## src/rtl/hpio_tx_bringup_ctrl.sv

```systemverilog
// hpio_tx_bringup_ctrl: bring-up sequencer and data gate for the HPIO transmit path.
// Steps PLL lock -> reset seq -> delay ready -> VTC -> training -> run, with timeouts and lock-loss recovery.
module hpio_tx_bringup_ctrl #(
  parameter int unsigned TIMEOUT_CYCLES = 65536,
  parameter int unsigned TRAIN_CYCLES   = 256,
  parameter logic [7:0]  TRAIN_PATTERN  = 8'hA5
) (
  input  logic       clk,
  input  logic       reset,
  input  logic       enable,
  input  logic       retry,
  input  logic       pll_locked,
  input  logic       rst_seq_done,
  input  logic       dly_rdy,
  input  logic       vtc_rdy,
  input  logic [7:0] data_in,
  output logic       en_vtc,
  output logic [7:0] data_out,
  output logic       link_up,
  output logic       err,
  output logic [2:0] err_code,
  output logic [7:0] lock_loss_cnt,
  output logic [3:0] state_dbg
);

  localparam int unsigned TIMER_W = (TIMEOUT_CYCLES > 2) ? $clog2(TIMEOUT_CYCLES) : 1;
  localparam int unsigned TRAIN_W = (TRAIN_CYCLES > 1) ? $clog2(TRAIN_CYCLES) : 1;
  localparam logic [TIMER_W-1:0] TIMER_LAST = TIMER_W'(TIMEOUT_CYCLES - 1);
  localparam logic [TRAIN_W-1:0] TRAIN_LAST = TRAIN_W'(TRAIN_CYCLES - 1);

  typedef enum logic [3:0] {
    S_IDLE     = 4'd0,
    S_WAIT_PLL = 4'd1,
    S_WAIT_RST = 4'd2,
    S_WAIT_DLY = 4'd3,
    S_WAIT_VTC = 4'd4,
    S_TRAIN    = 4'd5,
    S_RUN      = 4'd6,
    S_ERROR    = 4'd7
  } state_t;

  state_t               r_state;
  state_t               w_nextState;
  state_t               w_advState;
  logic [TIMER_W-1:0]   r_timer;
  logic [TRAIN_W-1:0]   r_trainCnt;
  logic [2:0]           r_errCode;
  logic [2:0]           w_nextErrCode;
  logic [2:0]           w_waitCode;
  logic [7:0]           r_lockLossCnt;
  logic [3:0]           r_statusMeta;
  logic [3:0]           r_statusSync;
  logic                 r_enVtc;
  logic                 r_linkUp;
  logic                 r_err;
  logic [7:0]           r_dataOut;
  logic                 w_waitCond;
  logic                 w_lockLoss;
  logic                 w_pllS;
  logic                 w_rstS;
  logic                 w_dlyS;
  logic                 w_vtcS;

  // Status bits are asynchronous to clk; two flops before anything decides on them.
  always_ff @(posedge clk) begin
    if (reset) begin
      r_statusMeta <= '0;
      r_statusSync <= '0;
    end else begin
      r_statusMeta <= {vtc_rdy, dly_rdy, rst_seq_done, pll_locked};
      r_statusSync <= r_statusMeta;
    end
  end

  assign w_pllS = r_statusSync[0];
  assign w_rstS = r_statusSync[1];
  assign w_dlyS = r_statusSync[2];
  assign w_vtcS = r_statusSync[3];

  always_comb begin
    w_nextState   = r_state;
    w_nextErrCode = r_errCode;
    w_advState    = r_state;
    w_waitCond    = 1'b0;
    w_waitCode    = 3'd0;
    w_lockLoss    = 1'b0;
    case (r_state)
      S_WAIT_PLL: begin w_waitCond = w_pllS; w_waitCode = 3'd1; w_advState = S_WAIT_RST; end
      S_WAIT_RST: begin w_waitCond = w_rstS; w_waitCode = 3'd2; w_advState = S_WAIT_DLY; end
      S_WAIT_DLY: begin w_waitCond = w_dlyS; w_waitCode = 3'd3; w_advState = S_WAIT_VTC; end
      S_WAIT_VTC: begin w_waitCond = w_vtcS; w_waitCode = 3'd4; w_advState = S_TRAIN;    end
      default: ;
    endcase
    // Disable beats lock loss, lock loss beats progress; a ready status on the timeout cycle still advances.
    if (!enable && r_state != S_ERROR) begin
      w_nextState = S_IDLE;
    end else if (!w_pllS && (r_state inside {S_WAIT_RST, S_WAIT_DLY, S_WAIT_VTC, S_TRAIN, S_RUN})) begin
      w_nextState = S_WAIT_PLL;
      w_lockLoss  = 1'b1;
    end else begin
      case (r_state)
        S_IDLE: w_nextState = S_WAIT_PLL;
        S_WAIT_PLL, S_WAIT_RST, S_WAIT_DLY, S_WAIT_VTC: begin
          if (w_waitCond) begin
            w_nextState = w_advState;
          end else if (r_timer == TIMER_LAST) begin
            w_nextState   = S_ERROR;
            w_nextErrCode = w_waitCode;
          end
        end
        S_TRAIN: if (r_trainCnt == TRAIN_LAST) w_nextState = S_RUN;
        S_ERROR: begin
          if (retry) begin
            w_nextState   = S_WAIT_PLL;
            w_nextErrCode = 3'd0;
          end
        end
        default: ;
      endcase
    end
  end

  always_ff @(posedge clk) begin
    if (reset) begin
      r_state       <= S_IDLE;
      r_errCode     <= 3'd0;
      r_timer       <= '0;
      r_trainCnt    <= '0;
      r_lockLossCnt <= 8'd0;
      r_enVtc       <= 1'b0;
      r_linkUp      <= 1'b0;
      r_err         <= 1'b0;
      r_dataOut     <= 8'h00;
    end else begin
      r_state   <= w_nextState;
      r_errCode <= w_nextErrCode;
      if (w_nextState != r_state) r_timer <= '0;
      else if (w_waitCode != 3'd0) r_timer <= r_timer + TIMER_W'(1);
      if (r_state != S_TRAIN) r_trainCnt <= '0;
      else r_trainCnt <= r_trainCnt + TRAIN_W'(1);
      if (w_lockLoss && r_lockLossCnt != 8'hFF) r_lockLossCnt <= r_lockLossCnt + 8'd1;
      // Output decodes follow the current state, so they trail state_dbg by one cycle.
      r_enVtc  <= (r_state inside {S_WAIT_VTC, S_TRAIN, S_RUN});
      r_linkUp <= (r_state == S_RUN);
      r_err    <= (r_state == S_ERROR);
      case (r_state)
        S_RUN:   r_dataOut <= data_in;
        S_TRAIN: r_dataOut <= TRAIN_PATTERN;
        default: r_dataOut <= 8'h00;
      endcase
    end
  end

  assign en_vtc        = r_enVtc;
  assign data_out      = r_dataOut;
  assign link_up       = r_linkUp;
  assign err           = r_err;
  assign err_code      = r_errCode;
  assign lock_loss_cnt = r_lockLossCnt;
  assign state_dbg     = r_state;

endmodule

```

## config.mk

```make
export PLATFORM = sky130hd
export DESIGN_NAME = hpio_tx_bringup_ctrl
export DESIGN_NICKNAME = d
export VERILOG_FILES = /design/src/rtl/hpio_tx_bringup_ctrl.sv
export SDC_FILE = /design/constraint.sdc
export NUM_CORES = 1
export LEC_CHECK = 0
export ABC_AREA = 0
export CAP_MARGIN = 15
export CORE_ASPECT_RATIO = 0.5
export CORE_UTILIZATION = 54
export CTS_CLUSTER_DIAMETER = 120
export DETAILED_ROUTE_END_ITERATION = 6
export PLACE_DENSITY = 0.75
export SLEW_MARGIN = 20
export SYNTH_ARGS = -nofsm -noshare
export SYNTH_HDL_FRONTEND = slang
export SYNTH_SLANG_ARGS = --single-unit
```

## constraint.sdc

```tcl
create_clock -name clk -period 2.59 [get_ports clk]
set_clock_uncertainty 0.1 [all_clocks]
set_input_delay 0.6475 -clock clk [delete_from_list [all_inputs] [get_ports clk]]
set_output_delay 0.6475 -clock clk [all_outputs]
set_load 0.01 [all_outputs]
```

==> metrics.txt <==
leakage 1.296 nW; CTS buffer count 9; Synth-to-Final Area Change 26.35%; worst vdd ir 388.2 µV; Routed WL 6772 µm; layout filler cell count 396; slowest stage delay, CP about 0.58 ns; total of max-cap violations 0; outcome finished clean; number of iterations in the first detailed-routing pass 4; Final HPWL DP between 4000 and 5000 µm; CTS Hold Bufs 0; worst hold margin 0.3429 ns; unrepaired setup endpoints after global routing false; GRT overflow 0; multi-input logic area 0.001684 mm²; RD Place Congestion 0.9571; critical path depth in cells 2; critical path, cell by cell buf_4 > clkdlybuf4s50_1; min Tclk post-route roughly 2.4 ns; Final Non-Filler Cells ~450; CP max-delay cell dfxtp_1; Synth Warn # 0; Routed Antenna Nets 0; Post-DP Area 0.003547 mm²; worst slew pin tran around 0.6 ns; share of cells above drive strength 1 0.1563; vias in the first global route 2395; Die Span Y 54.55 µm; Clock Path Buffers 2; Setup crit end kind output pin; Clock transition at path regs around 0.06 ns; antenna fix cells 0; Top Ports 42; WP data arrival approximately 1.7 ns; peak fanout along the critical path 13; Async S/R FF share, synth 0; sequential cell area 0.001162 mm²; Core Region 0.005112 mm²; total chip power 0.001938 W; cell family with most CP delay buffers and inverters; slack of the critical path 0.1817 ns; post-synthesis sequential area ratio 0.3894; Clock Sinks 58; wire length of the first global-routing pass 11160 µm; CTS tree yes; Crit Path Category flip-flop to output pin; Hold Vio Cnt, Final 0; unique cell type count in the Yosys netlist 59; cell count after synthesis 323; Rel. slew slack 0.6025; initial DRC count 159; H-tree level count 3; crit start category flip-flop; Avg WL per Cell 14.92 µm; leading register cell type out of synthesis dfxtp_1; Tot GR Track Use 0.2572; die area slightly below 0.006 mm²; Remaining DRCs 0; placed cells between 400 and 500; CTS root buf clkbuf_8; PortBufs 41; crit share post-route 0.9299; Required @ worst endpoint 1.84 ns; total number of vias 2556; setup bufs post-CTS 0; mapped cell area 0.002982 mm²; setup violators final 0; initial antenna violation count 0; Avg Inst Size Synth around 9.2 µm²; Peak Freq 415.2 MHz; Hold Crit Depth 1; r2r worst-path depth 7; Final Max Tran Viols 0; Die W 107.1 µm; DP Worst Slack -0.07678 ns; initial core utilization 0.5832; Avg Vias per Cell 5.630; Final nets 398; EDFF count, synth 0; Mapped Nets ~340; pin count of the biggest net entering global routing 28; fin area approximately 0.0038 mm²; CP Buf/Inv Count 2; Hold Crit Class flip-flop to flip-flop; clock latency on the worst-skew pair 0.35 ns; number of synthesized register bits 58; R2R setup slack 0.22 ns; pwr/cell area 514.5 mW/mm²; Rows 18
-- layout make-up --
cell class	count	area share
multi-input cells	241	0.4470
flip-flops and latches	58	0.3085
repair buffers	64	0.1581
well taps	70	0.02325
clock buffers	11	0.03753
inverters	5	0.004982
clock inverters	5	0.02059
-- placed cells by master, fill, tap and decap left out, drive strengths merged, types with 14 or more instances in the layout --
cell type	instances
nand3	17
dfxtp	58
o21ai	17
xnor2	14
nand2	24
nor4	22
clkdlybuf4s50	41
nor2	25
buf	23
-- sequential cells by signal, indices dropped and copies added (netlist names) --
signal / cells
err: 1
state_dbg: 4
r_statusSync: 4
r_timer: 16
link_up: 1
r_trainCnt: 8
en_vtc: 1
lock_loss_cnt: 8
r_statusMeta: 4
err_code: 3
data_out: 8
-- power by group --
part / internal, W / leakage (nW) / switching [W]
logic: 0.0000529 / 0.718 / 0.0000461
clock network: 0.000564 / 0.109 / 0.000367
registers: 0.000899 / 0.469 / 0.00000856
-- cell usage after synthesis (all sizes together), types with 4 or more instances --
master	instances	area (µm²)
a21oi	11	58.81
and2	6	37.54
and3	7	43.79
buf	13	95.08
clkbuf	6	22.52
dfxtp	58	1161
inv	5	18.77
nand2	24	90.09
nand2b	8	50.05
nand3	17	90.09
nand4	10	62.56
nor2	25	96.35
nor2b	10	62.56
nor3b	4	30.03
nor4	22	209.0
o21ai	17	88.83
xnor2	14	122.6
xor2	11	96.34
-- through the flow --
step,util,TNS [ns]
3_5_place_dp,0.6938,-0.3323
2_1_floorplan,-,0
4_1_cts,0.7367,0
5_1_grt,0.7369,0
6_report,0.7369,0
3_3_place_gp,0.6938,-0.1257
-- per-layer routing --
metal	share of wire	GRT usage
met3	0.069	0.1000
met5	0	0
met1	0.45	0.3081
met4	0.0066	0.09589
met2	0.47	0.4301
-- repair_timing --
| item | 4_1_cts | 5_1_grt |
|---|---|---|
| resized for setup | 0 | 1 |
| hold endpoints to repair | 0 | 0 |
| setup endpoints to repair | 0 | 16 |
-- cells by family after synthesis --
group                    share of synthesized area
XOR/XNOR                                   0.07344
AND/OR/NAND/NOR                             0.3215
multiplexers                               0.01007
adder cells (fa/ha/maj)                    0.01259
buffers and inverters                      0.04574
AO/OA/AOI/OAI                               0.1473
flip-flops                                  0.3894
-- final timing paths --
path                   startpoint               to
setup / recovery     state_dbg[2]     state_dbg[2]
hold / removal    r_statusMeta[3]  r_statusSync[3]
setup reg to reg     state_dbg[2]       r_timer[6]
hold reg to reg   r_statusMeta[3]  r_statusSync[3]
Note: power is estimated with default switching activity, not from simulation.
